### src/rtl/sram_bist_ctrl.sv
// Two-pass write/read-compare BIST initiator for a single-port RAM.
// Pass 0 writes and checks P(addr), pass 1 writes and checks ~P(addr).
module sram_bist_ctrl #(
  parameter int ADDR_WIDTH = 6,
  parameter int DATA_WIDTH = 8,
  parameter int RD_LATENCY = 1
) (
  input  logic                  clk,
  input  logic                  reset_n,
  input  logic                  start,
  input  logic                  abort,
  input  logic [1:0]            pattern_sel,
  output logic                  busy,
  output logic                  done,
  output logic                  pass,
  output logic [7:0]            err_count,
  output logic [ADDR_WIDTH-1:0] fail_addr,
  output logic [DATA_WIDTH-1:0] fail_data,
  output logic                  ram_cs,
  output logic                  ram_wr_en,
  output logic                  ram_rd_en,
  output logic [ADDR_WIDTH-1:0] ram_address,
  output logic [DATA_WIDTH-1:0] ram_data_in,
  input  logic [DATA_WIDTH-1:0] ram_data_out,
  output logic [2:0]            dbg_state
);

  typedef enum logic [2:0] {
    S_IDLE, S_WR0, S_RD0, S_DRAIN0, S_WR1, S_RD1, S_DRAIN1, S_DONE
  } state_t;

  localparam logic [ADDR_WIDTH-1:0] LAST_ADDR  = '1;
  localparam logic [2:0]            DRAIN_LAST = 3'(RD_LATENCY - 1);

  state_t                r_state, w_state_next;
  logic [ADDR_WIDTH-1:0] r_addr, w_addr_next;
  logic [2:0]            r_drain, w_drain_next;
  logic [1:0]            r_sel, w_sel_next;
  logic                  w_start_run;

  logic                  r_cs, r_wr_en, r_rd_en;
  logic [ADDR_WIDTH-1:0] r_ram_address;
  logic [DATA_WIDTH-1:0] r_ram_data_in;
  logic                  w_cs_next, w_wr_next, w_rd_next;
  logic [DATA_WIDTH-1:0] w_wr_data, w_rd_exp;

  logic                  r_pv    [RD_LATENCY];
  logic [DATA_WIDTH-1:0] r_pexp  [RD_LATENCY];
  logic [ADDR_WIDTH-1:0] r_paddr [RD_LATENCY];
  logic                  w_mis;

  logic [7:0]            r_err;
  logic [ADDR_WIDTH-1:0] r_fail_addr;
  logic [DATA_WIDTH-1:0] r_fail_data;

  function automatic logic [DATA_WIDTH-1:0] pattern(input logic [1:0] sel,
                                                    input logic [ADDR_WIDTH-1:0] a);
    logic [DATA_WIDTH-1:0] p;
    p = '0;
    case (sel)
      2'd0:    for (int i = 0; i < DATA_WIDTH; i++) p[i] = (i % 2 == 0);
      2'd1:    p = DATA_WIDTH'(a);
      2'd2:    p = '0;
      default: p = '1;
    endcase
    return p;
  endfunction

  always_comb begin
    w_state_next = r_state;
    w_addr_next  = r_addr;
    w_drain_next = r_drain;
    w_start_run  = 1'b0;
    case (r_state)
      S_IDLE, S_DONE: begin
        if (start) begin
          w_state_next = S_WR0;
          w_addr_next  = '0;
          w_start_run  = 1'b1;
        end
      end
      S_WR0, S_RD0, S_WR1, S_RD1: begin
        w_addr_next  = r_addr + 1'b1;
        w_drain_next = '0;
        if (r_addr == LAST_ADDR) begin
          case (r_state)
            S_WR0:   w_state_next = S_RD0;
            S_RD0:   w_state_next = S_DRAIN0;
            S_WR1:   w_state_next = S_RD1;
            default: w_state_next = S_DRAIN1;
          endcase
        end
      end
      S_DRAIN0, S_DRAIN1: begin
        w_drain_next = r_drain + 1'b1;
        if (r_drain == DRAIN_LAST)
          w_state_next = (r_state == S_DRAIN0) ? S_WR1 : S_DONE;
      end
      default: w_state_next = S_IDLE;
    endcase
    // abort wins over start and over every sequencing decision
    if (abort) begin
      w_state_next = S_IDLE;
      w_addr_next  = '0;
      w_start_run  = 1'b0;
    end
  end

  // RAM port values are derived from the next state so the registered port
  // always carries the access belonging to the current state/address.
  always_comb begin
    w_sel_next = w_start_run ? pattern_sel : r_sel;
    w_wr_next  = (w_state_next == S_WR0) || (w_state_next == S_WR1);
    w_rd_next  = (w_state_next == S_RD0) || (w_state_next == S_RD1);
    w_cs_next  = w_wr_next || w_rd_next;
    w_wr_data  = '0;
    if (w_wr_next)
      w_wr_data = pattern(w_sel_next, w_addr_next) ^ {DATA_WIDTH{w_state_next == S_WR1}};
    w_rd_exp = pattern(r_sel, r_ram_address) ^ {DATA_WIDTH{r_state == S_RD1}};
    w_mis    = r_pv[RD_LATENCY-1] && !abort && (ram_data_out != r_pexp[RD_LATENCY-1]);
  end

  always_ff @(posedge clk or negedge reset_n) begin
    if (!reset_n) begin
      r_state       <= S_IDLE;
      r_addr        <= '0;
      r_drain       <= '0;
      r_sel         <= '0;
      r_cs          <= 1'b0;
      r_wr_en       <= 1'b0;
      r_rd_en       <= 1'b0;
      r_ram_address <= '0;
      r_ram_data_in <= '0;
    end else begin
      r_state       <= w_state_next;
      r_addr        <= w_addr_next;
      r_drain       <= w_drain_next;
      r_sel         <= w_sel_next;
      r_cs          <= w_cs_next;
      r_wr_en       <= w_wr_next;
      r_rd_en       <= w_rd_next;
      r_ram_address <= w_cs_next ? w_addr_next : '0;
      r_ram_data_in <= w_wr_data;
    end
  end

  // Read-compare delay line: one stage per cycle of RAM read latency.
  always_ff @(posedge clk or negedge reset_n) begin
    if (!reset_n) begin
      for (int i = 0; i < RD_LATENCY; i++) begin
        r_pv[i]    <= 1'b0;
        r_pexp[i]  <= '0;
        r_paddr[i] <= '0;
      end
    end else begin
      r_pv[0]    <= r_cs && r_rd_en && !abort;
      r_pexp[0]  <= w_rd_exp;
      r_paddr[0] <= r_ram_address;
      for (int i = 1; i < RD_LATENCY; i++) begin
        r_pv[i]    <= r_pv[i-1] && !abort;
        r_pexp[i]  <= r_pexp[i-1];
        r_paddr[i] <= r_paddr[i-1];
      end
    end
  end

  always_ff @(posedge clk or negedge reset_n) begin
    if (!reset_n) begin
      r_err       <= '0;
      r_fail_addr <= '0;
      r_fail_data <= '0;
    end else if (w_start_run) begin
      r_err       <= '0;
      r_fail_addr <= '0;
      r_fail_data <= '0;
    end else if (w_mis) begin
      if (r_err != 8'hFF) r_err <= r_err + 8'd1;
      if (r_err == 8'd0) begin
        r_fail_addr <= r_paddr[RD_LATENCY-1];
        r_fail_data <= ram_data_out;
      end
    end
  end

  assign busy        = (r_state != S_IDLE) && (r_state != S_DONE);
  assign done        = (r_state == S_DONE);
  assign pass        = done && (r_err == 8'd0);
  assign err_count   = r_err;
  assign fail_addr   = r_fail_addr;
  assign fail_data   = r_fail_data;
  assign ram_cs      = r_cs;
  assign ram_wr_en   = r_wr_en;
  assign ram_rd_en   = r_rd_en;
  assign ram_address = r_ram_address;
  assign ram_data_in = r_ram_data_in;
  assign dbg_state   = r_state;

endmodule

### config.mk
export PLATFORM = sky130hd
export DESIGN_NAME = sram_bist_ctrl
export DESIGN_NICKNAME = d
export VERILOG_FILES = /design/src/rtl/sram_bist_ctrl.sv
export SDC_FILE = /design/constraint.sdc
export NUM_CORES = 1
export LEC_CHECK = 0
export CAP_MARGIN = 20
export CORE_MARGIN = 1.5
export CORE_UTILIZATION = 53
export DETAILED_ROUTE_END_ITERATION = 8
export PLACE_DENSITY = 0.8
export REMOVE_ABC_BUFFERS = 1
export SETUP_SLACK_MARGIN = 0.2
export SLEW_MARGIN = 30
export SYNTH_ARGS = -nofsm -noshare
export SYNTH_HDL_FRONTEND = slang
export SYNTH_SLANG_ARGS = --single-unit
### constraint.sdc
create_clock -name clk -period 3.3 [get_ports clk]
set_input_delay 0.33 -clock clk [delete_from_list [all_inputs] [get_ports clk]]
set_output_delay 0.33 -clock clk [all_outputs]
set_load 0.01 [all_outputs]
Yosys cells after proc, flatten, opt, wreduce, memory -nomap -nowiden
Cells that the tools add are included.

storage, ports and cells
  bits of input ports = 14
  output and inout bits = 45
  logic and storage cells = 93
  bits in registers = 68

cells by class
  reduce and logical (&&, ||, !) cells = 25
  muxes and demuxes = 29
  bitwise logic cells = 2
  equal/unequal tests = 19
  $add $sub $neg = 3

operators with widths
  kind                                                             count
  8-bit 2-to-1 mux                                                 8
  8-bit case mux with 3 select lines                               2
  6-bit 2-to-1 mux                                                 6
  3-bit == test, second input constant                             6
  3-bit case mux with 3 select lines                               2
  8-bit bitwise XOR                                                2
  3-bit 2-to-1 mux                                                 4
  6-bit case mux with 2 select lines                               1
  3-bit by 2-bit == test with 1-bit output, second input constant  3
  8-bit by 1-bit adder with 8-bit output, second input constant    1
  8-bit zero test                                                  1
  8-bit inequality test                                            1
  8-bit inequality test, second input constant                     1
  2-bit nonzero test                                               4
  6-bit by 1-bit adder with 6-bit output, second input constant    1
  3-bit by 1-bit == test with 1-bit output, second input constant  2
  6-bit == test, second input constant                             1
  1-bit logical AND                                                6
  3-bit zero test                                                  2
  3-bit case mux with 2 select lines                               1
  2-bit by 1-bit == test with 1-bit output, second input constant  2
  2-bit == test, second input constant                             2
  2-bit zero test                                                  2
  2-bit 2-to-1 mux                                                 2
  9 further kinds                                                  15

Depth between registers and ports, before layout
  depth in word-level cells = 10
  depth in mapped cells = 14
  depth with buffers taken out = 11

Worst setup path before layout
Ideal clock, no wire load.

  kind = flip-flop to flip-flop
  start = register r_state[1], in the netlist dbg_state[1]
  end = register r_ram_data_in[2], in the netlist ram_data_in[2]
  path buffers = 3
  cell stages (with the launch flop) = 14
  slack = 411 ps
  arrival time = 2,808 ps
  setup time = 81 ps
  period minus slack after synthesis = 2,889 ps
  data required time = 3,219 ps
  cell sequence = dfrtp_1 > buf_6 > or3_1 > buf_2 > nand2_2 > and3_1 > buf_4 > mux2i_1 > ha_1 > nor2b_1 > inv_1 > a221o_1 > a21o_1 > o22ai_2

on the way
  cells in the longest elaborated chain, start to end = 10
  elaborated cells on any way between the ends = 33
  classes of those cells = 11 x eq/ne; 15 x mux; 1 x bitwise; 6 x reduce/logical

RTL lines
  what                                                     line  RTL
  start, declared                                          35    state_t r_state, w_state_next;
  start signal, assigned                                   135   r_state <= w_state_next;
  3-bit == test / 3-bit zero test (equally long branches)  74    case (r_state)
  2-bit OR reduction                                       74
  1-bit 2-to-1 mux                                         74
  1-bit 2-to-1 mux                                         102   if (abort) begin
  2-bit 2-to-1 mux                                         112   w_sel_next = w_start_run ? pattern_sel : r_sel;
  2-bit == test (tied with other cells)                    60    case (sel)
  8-bit case mux with 3 select lines                       60
  8-bit 2-to-1 mux                                         117   if (w_wr_next)
  8-bit bitwise XOR                                        118   w_wr_data = pattern(w_sel_next, w_addr_next) ^ {DATA_WIDTH{w_state_next == S_WR1}};
  8-bit 2-to-1 mux (*)                                     117
  net w_wr_data[2]                                         45    logic [DATA_WIDTH-1:0] w_wr_data, w_rd_exp;
  end signal, assigned                                     143   r_ram_data_in <= w_wr_data;
  end, declared                                            43    logic [DATA_WIDTH-1:0] r_ram_data_in;

The timed path passes the listed nets; every way through them passes the cells marked *. The select of a mux whose other input is x is not followed.
A chain may end at the register's enable or synchronous reset.

Worst setup path after layout
  start = register r_state[1], in the netlist dbg_state[1]
  end = register r_ram_data_in[2], in the netlist ram_data_in[2]

on the way
  cells in the longest elaborated chain, start to end = 10
  elaborated cells on any way between the ends = 33
  classes of those cells = 11 x eq/ne; 15 x mux; 1 x bitwise; 6 x reduce/logical

RTL lines
  what                                                     line  RTL
  3-bit == test / 3-bit zero test (equally long branches)  74
  2-bit OR reduction (*)                                   74
  1-bit 2-to-1 mux (*)                                     74
  1-bit 2-to-1 mux (*)                                     102
  2-bit 2-to-1 mux (*)                                     112
  net w_sel_next[0]                                        38    logic [1:0] r_sel, w_sel_next;
  2-bit == test (tied with other cells)                    60
  8-bit case mux with 3 select lines (*)                   60
  8-bit 2-to-1 mux (*)                                     117
  8-bit bitwise XOR (*)                                    118
  8-bit 2-to-1 mux (*)                                     117
  net w_wr_data[2]                                         45

Marked as above.

==> key figures <==
Run status
  • Outcome: completed

Cells and area
  • N_diodes: 0
  • Nets: between 400 and 500
  • Finished Cell Area: 4390 sq um
  • Share of cells above drive strength 1: between 8 and 9%
  • P&R area growth vs syn: 26.5%

Critical path
  • Critical R2R Launch: dbg_state[1]
  • Crit path top cell by count: inv_1
  • Reg2Reg Depth: 12
  • Register-to-Register Setup Slack: 390 ps
  • Startpoint Class: flop
  • CP max stage cell: or3_1
  • Worst R2R End: ram_data_in[2]
  • Crit path capture type: flop
  • WS Path Type: reg -> reg
  • CP cell instances: or3_1 -> nand2_2 -> and3_1 -> buf_4 -> mux2i_1 -> inv_1 -> ha_1 -> nor2b_1 -> inv_1 -> a221o_1 -> a21o_1 -> o22ai_2
  • Worst path max stage delay: approximately 520 ps
  • Worst-path maximum fanout: 8
  • WP buf/inv: 3
  • Largest delay share family, worst path: simple AND/OR/NAND/NOR gates
  • Crit path DAT: roughly 3200 ps
  • WP data required: 3560 ps

Global routing
  • GRT Residual Overflow: 0
  • Initial antenna violation count: 0
  • Routing usage on met2: 41.8%
  • Met1 Usage GRT: 31.7%
  • GR Util met3: between 5 and 6%
  • First-pass GRT wire length: 13.9 mm
  • Vias in the first global route: approximately 2800
  • Overall Global Routing Usage: 24.8%
  • Most Used Layer, Global Route: met2
  • Largest net degree at the start of global routing: 69

Floorplan
  • Die W: 83.9 um
  • Initial Utilization: 54.7%
  • Vert. Die Dim: 83.9 um
  • Die Area: 7050 sq um
  • # IOs: 59
  • Core ar.: around 6300 sq um
  • Site Rows: 29

Place
  • Final HPWL DP: 5.80 mm
  • Dpl cell area: 4130 sq um
  • Final estimated routing congestion in global placement: 0.941
  • Port bufs: 58

CTS
  • CTS tree: yes
  • Latest clock arrival within the worst-skew pair: 340 ps
  • Max clock buf depth: 2
  • H-tree depth: 3
  • Num CTS Buffers: 9
  • Clock Root Buffer: clkbuf_8
  • Hold_buf cts: 0
  • CTS clock-pin slew for the worst setup and hold paths: around 80 ps
  • Sink Count: 68
  • Resized cells post-CTS: 0
  • Post-CTS setup buffers: 0

Synth
  • Most used DFF post-synth: dfrtp_1
  • Sequential share of the synthesized area: about half
  • Synthesized area per cell: 9.70 sq um
  • Synth Register Bits: 68
  • EDFF count, synth: 0
  • Mapped Cells: 358
  • Synthesized cell area: approximately 3500 sq um
  • Number of distinct library cells after synthesis: 61
  • Yosys warns: 0
  • Ys async rst share: 100%

Detailed routing
  • Vias per std cell: 5.79
  • Vias: ~2900
  • Overall routed net length: 8.32 mm
  • Routed wire per std cell: 16.5 um
  • Antenna viol nets, final: 0
  • 1st-pass router iterations: 4
  • DRC: 0
  • Initial drt markers: 148

Min path
  • Hold path depth: 0
  • Hold Path End: r_paddr[3]
  • Hold_sp: ram_address[3]
  • Worst Hold Class: reg -> reg

Timing
  • Post-layout minimum cycle time: approximately 2900 ps
  • Least-Margin Pin Slew: 630 ps
  • Unrepaired setup endpoints after global routing: no
  • Setup TNS: 0 ps
  • Relative slew slack: 57.8%
  • Final worst clock skew: 12.2 ps
  • Fin. max-slew vios: 0
  • # setup viols final: 0
  • Max Freq: 343 MHz
  • Final period util: 88.2%
  • Final hold violation count: 0

Power and ir drop
  • Int Pwr: 1.50 mW
  • Worst IR Drop VDD: 0.000273 V
  • Clk pwr share: between 30% and 40%
  • Flop pwr share: 45.5%
  • Power share of the combinational group: between 15 and 20%
  • Power consumption: 2.05 mW
  • Pwr dens: 467 nW/um^2
  • Pleak: about 1.9 nW
  • Switching Fraction: around 27%
  • Switching power total: 0.554 mW

Flow run
  • Max-Cap Viols: 0
-- worst reg2reg max path, cell delays in order, from the launching register on --
cell     delay [ps]
dfrtp_1         380
or3_1           520
nand2_2         130
and3_1          200
buf_4           170
mux2i_1         110
inv_1           110
ha_1            140
nor2b_1         330
inv_1           100
a221o_1         310
a21o_1          200
o22ai_2         140
-- sequential cells by signal, summed over array words and instances (netlist names), 2 cells and up --
register     flops
fail_data        8
r_pexp           8
r_drain          3
ram_address      6
r_addr           6
err_count        8
r_sel            2
r_paddr          6
fail_addr        6
ram_data_in      8
dbg_state        3
-- per-stage QoR --
step	setup slack (ps)	utilization, %	std cells	hold slack [ps]
after CTS	412	68.6	501	204
after floorplan	301	-	339	34.4
after detailed placement	426	65.0	485	399
after global placement	556	65.0	485	397
final	388	69.2	503	416
after global routing	227	69.2	503	422
-- cells in the final DEF, fill, tap and decap left out, drive strengths merged, types with 4 or more instances in the layout --
| master | synthesis | final |
|---|---|---|
| dfrtp | 68 | 68 |
| clkdlybuf4s50 | 0 | 57 |
| nand2 | 33 | 33 |
| nand3 | 30 | 30 |
| o21ai | 25 | 25 |
| inv | 22 | 22 |
| a21oi | 18 | 18 |
| xor2 | 15 | 15 |
| nor2 | 13 | 13 |
| buf | 13 | 13 |
| ha | 11 | 11 |
| clkbuf | 6 | 10 |
| nor3 | 9 | 9 |
| o211ai | 6 | 6 |
| o31ai | 6 | 6 |
| mux2i | 6 | 6 |
| and2 | 5 | 5 |
| nand4 | 5 | 5 |
| or4 | 5 | 5 |
| and3 | 4 | 4 |
| or3 | 4 | 4 |
| nor2b | 4 | 4 |
| o22ai | 4 | 4 |
| clkinv | 0 | 4 |
-- how the worst max path moves through the flow --
stage	slack (ps)	from	to	cells past startpoint
6_report	390	dbg_state[1]	ram_data_in[2]	12
2_1_floorplan	300	dbg_state[0]	ram_data_in[2]	10
4_1_cts	410	dbg_state[1]	ram_data_in[2]	12
3_5_place_dp	430	abort	ram_data_in[2]	12
3_3_place_gp	560	dbg_state[1]	ram_data_in[2]	12
5_1_grt	230	dbg_state[1]	ram_data_in[2]	12
-- layer usage --
layer / up-vias / part of all wire (%)
met2: 93 / 49
met1: 1399 / 44
met4: 0 / 1.9
met5: - / 0
li1: 1399 / -
met3: 19 / 5.1
-- area by class of cell --
type	count	area [sq um]
inverters	22	82.6
clock buffers	10	138
clock inverters	6	87.6
well taps	77	96.3
flip-flops and latches	68	1700
fillers	486	1960
multi-input cells	249	1590
repair buffers	71	696
-- logic make-up after synthesis --
logic type | synth area share [%]
AOI/OAI and AO/OA | 16.6
xor gates and xnor gates | 4.04
adders and majority gates | 3.96
DFF | 49.0
muxes | 1.73
buffers and inverters | 5.15
and+or+nand+nor | 19.5
-- Yosys cell counts (3+ instances only) --
master    instances  area (sq um)
and3_1            4          25.0
mux2i_1           6          60.1
clkbuf_1          6          22.5
o31ai_1           6          45.0
nor2_1           13          48.8
o211ai_1          6          45.0
xor2_1           15           131
a21o_1            3          22.5
nand2_1          32           120
inv_1            22          82.6
or3_1             4          25.0
nor3_1            9          45.0
buf_2            11          55.1
dfrtp_1          68          1700
nand4_1           5          31.3
nand2b_1          3          18.8
or4_1             4          30.0
nand3_1          30           150
nor2b_1           4          25.0
o21ai_0          23           115
nor4_1            3          18.8
o21a_1            3          22.5
and2_1            5          31.3
o22ai_1           3          18.8
a21oi_1          18          90.1
ha_1             11           138
-- power by group through the flow --
stage / clock, mW / combinational (mW) / sequential, mW
after detailed placement: 0 / 0.334 / 0.949
after global routing: 0.823 / 0.381 / 0.940
after CTS: 0.780 / 0.337 / 0.933
final: 0.774 / 0.343 / 0.934
after global placement: 0 / 0.323 / 0.947
after floorplan: 0 / 0.199 / 0.951
No activity file was read; power rests on OpenSTA's default activity.
==> patch (same flow settings) <==
Reset style: synchronous (`reset_n`), changed in 3 clocked blocks.
--- a/src/rtl/sram_bist_ctrl.sv
+++ b/src/rtl/sram_bist_ctrl.sv
@@ -122,3 +122,3 @@
 
-  always_ff @(posedge clk or negedge reset_n) begin
+  always_ff @(posedge clk) begin
     if (!reset_n) begin
@@ -147,3 +147,3 @@
   // Read-compare delay line: one stage per cycle of RAM read latency.
-  always_ff @(posedge clk or negedge reset_n) begin
+  always_ff @(posedge clk) begin
     if (!reset_n) begin
@@ -166,3 +166,3 @@
 
-  always_ff @(posedge clk or negedge reset_n) begin
+  always_ff @(posedge clk) begin
     if (!reset_n) begin
Check against the original RTL: differs if reset_n is asserted again (counterexample within 4 cycles, from zero or initial values and one cycle with reset_n low); with reset_n held inactive, the same outputs for 10 cycles.
==> patch against the unedited design <==
  * Routed wire length fell by 24%
  * Utilization rose by 2.5 points
  * Sequential cell count did not move
  * Final area fell by 9.1%
  * Non-clock buffer count fell by 10
  * Critical path depth did not move
  * Synthesized area fell by 10%
  * Hold slack improved by 25 ps
  * Final cell count fell by 7.2%
  * Setup slack improved by 100 ps
  * Critical endpoint is now ram_data_in[5]$_SDFF_PN0_
Power is not compared: it rests on default switching activity, and its combinational part moved more than twofold at a synthesized area within 25%.
==> patch: results (changes against the unedited design) <==
status completed; placed wire-length estimate 4690 um (-19%); Area growth syn-to-layout 28.3%; Placed Cells 451 (-7.0%); total track usage 22.0% (-2.8 points); skew final 7.40 ps (-4.84 ps); non-filler cells, final 467 (-7.2%); first-pass GRT wire length 10700 um (-23%); top cells by count, synth dfxtp_1 (68), nor2_1 (62), mux2i_1 (24); Fillers 435 (-10%); initial DRC count 85 (-43%); Critical Path End ram_data_in[5]$_SDFF_PN0_; largest net degree at the start of global routing 23 (-67%); post-synthesis async set-or-reset flop share 0% (-100 points); Final Wtd Congestion 0.824 (-12%); Post-Synth XOR/XNOR Area 6.19% (+2.2 points); Synth cell types 57 (-6.6%); crit-path max FO 14 (+6); CP peak stage delay 650 ps (+130 ps); setup slack, reg-to-reg 490 ps (+100 ps); Reg2Reg Launch Point dbg_state[1]$_SDFF_PN0_; Main synth FF type dfxtp_1; vias in the first global route 2294 (-19%); sequential fraction of the synthesis area 43.7% (-5.3 points); CP max-delay cell dfxtp_1; share of cells above drive strength 1 10.9% (+2.0 points); area share of fa/ha/maj cells after synthesis 4.42% (+0.46 points); vias post-DR 2426 (-17%); post-layout net count 415 (-7.0%); Data arrival, critical path 3020 ps (-150 ps); post-synthesis mux area share 8.08% (+6.4 points)
==> patch: cell count changes after synthesis, moves of 6 or more <==
cell      before  now
nor2_1        13   62
buf_2         11    4
o21ai_0       23    9
inv_1         22   13
o31ai_1        6    0
mux2i_1        6   24
xnor2_1        1   17
nand3_1       30    5
dfrtp_1       68    0
o211ai_1       6    0
xor2_1        15    5
nand2_1       32   12
dfxtp_1        0   68
==> patch: routing by layer <==
| layer | vias up | GRT usage, % | share of wire [%] |
|---|---|---|---|
| met3 | 9 | 4.57 | 6.0 |
| met2 | 74 | 35.8 | 47 |
| met4 | 0 | 10.0 | 1.5 |
| met5 | - | 0 | 0 |
| li1 | 1246 | - | - |
| met1 | 1097 | 27.9 | 46 |
==> patch: worst min-delay path by stage <==
stage,start,endpoint,slack [ps],cells after the start
after floorplan,r_paddr[0][0]$_SDFF_PN0_,fail_addr[0]$_SDFFE_PP0P_,440,2
after global placement,ram_cs$_SDFF_PN0_,r_pv[0]$_DFF_P_,430,2
after detailed placement,ram_cs$_SDFF_PN0_,r_pv[0]$_DFF_P_,430,2
after CTS,ram_cs$_SDFF_PN0_,r_pv[0]$_DFF_P_,440,2
after global routing,ram_cs$_SDFF_PN0_,r_pv[0]$_DFF_P_,470,2
final,ram_cs$_SDFF_PN0_,r_pv[0]$_DFF_P_,440,2
==> patch: cell families (layout without fill, tap and decap cells) <==
group	count (synthesis)	after routing
AND/OR/NAND/NOR	132	132
multiplexers	25	25
AO/OA/AOI/OAI	46	46
XOR/XNOR	22	22
flip-flops	68	68
adder cells (fa/ha/maj)	11	11
buffers and inverters	23	91
==> patch: through the flow <==
stage	setup slack, ps	hold WS, ps	cell area, um^2	utilization, %
3_3_place_gp	668	427	3750	67.2
4_1_cts	428	444	3990	71.5
3_5_place_dp	482	434	3750	67.2
5_1_grt	222	472	3990	71.6
2_1_floorplan	806	440	3050	-
6_report	489	441	3990	71.6
==> patch: tightest hold or removal path, cell delays in order (launching register included) <==
cell	delay, ps
dfxtp_1	310
nand2_1	60
nor2_1	30
==> patch: power groups by stage <==
stage               Sequential, mW  Clock, mW  Combinational, mW
CTS                          0.843      0.829              0.148
finish                       0.844      0.813              0.147
global route                 0.846      0.866              0.163
floorplan                    0.864          0             0.0852
detailed placement           0.862          0              0.146
global placement             0.862          0              0.143
==> patch: timing repair <==
action	in CTS	in global routing
setup endpoints to repair	0	2
hold endpoints to repair	0	0
buffers inserted	0	0
resized for setup	0	2
hold buffers	0	0
==> patch: layout make-up <==
type | instances | area share [%]
Clock buffer | 10 | 3.20
Sequential cell | 68 | 34.1
Clock inverter | 6 | 2.79
Multi-Input combinational cell | 236 | 41.2
Inverter | 14 | 1.32
Tap cell | 72 | 2.26
Timing Repair Buffer | 61 | 15.1
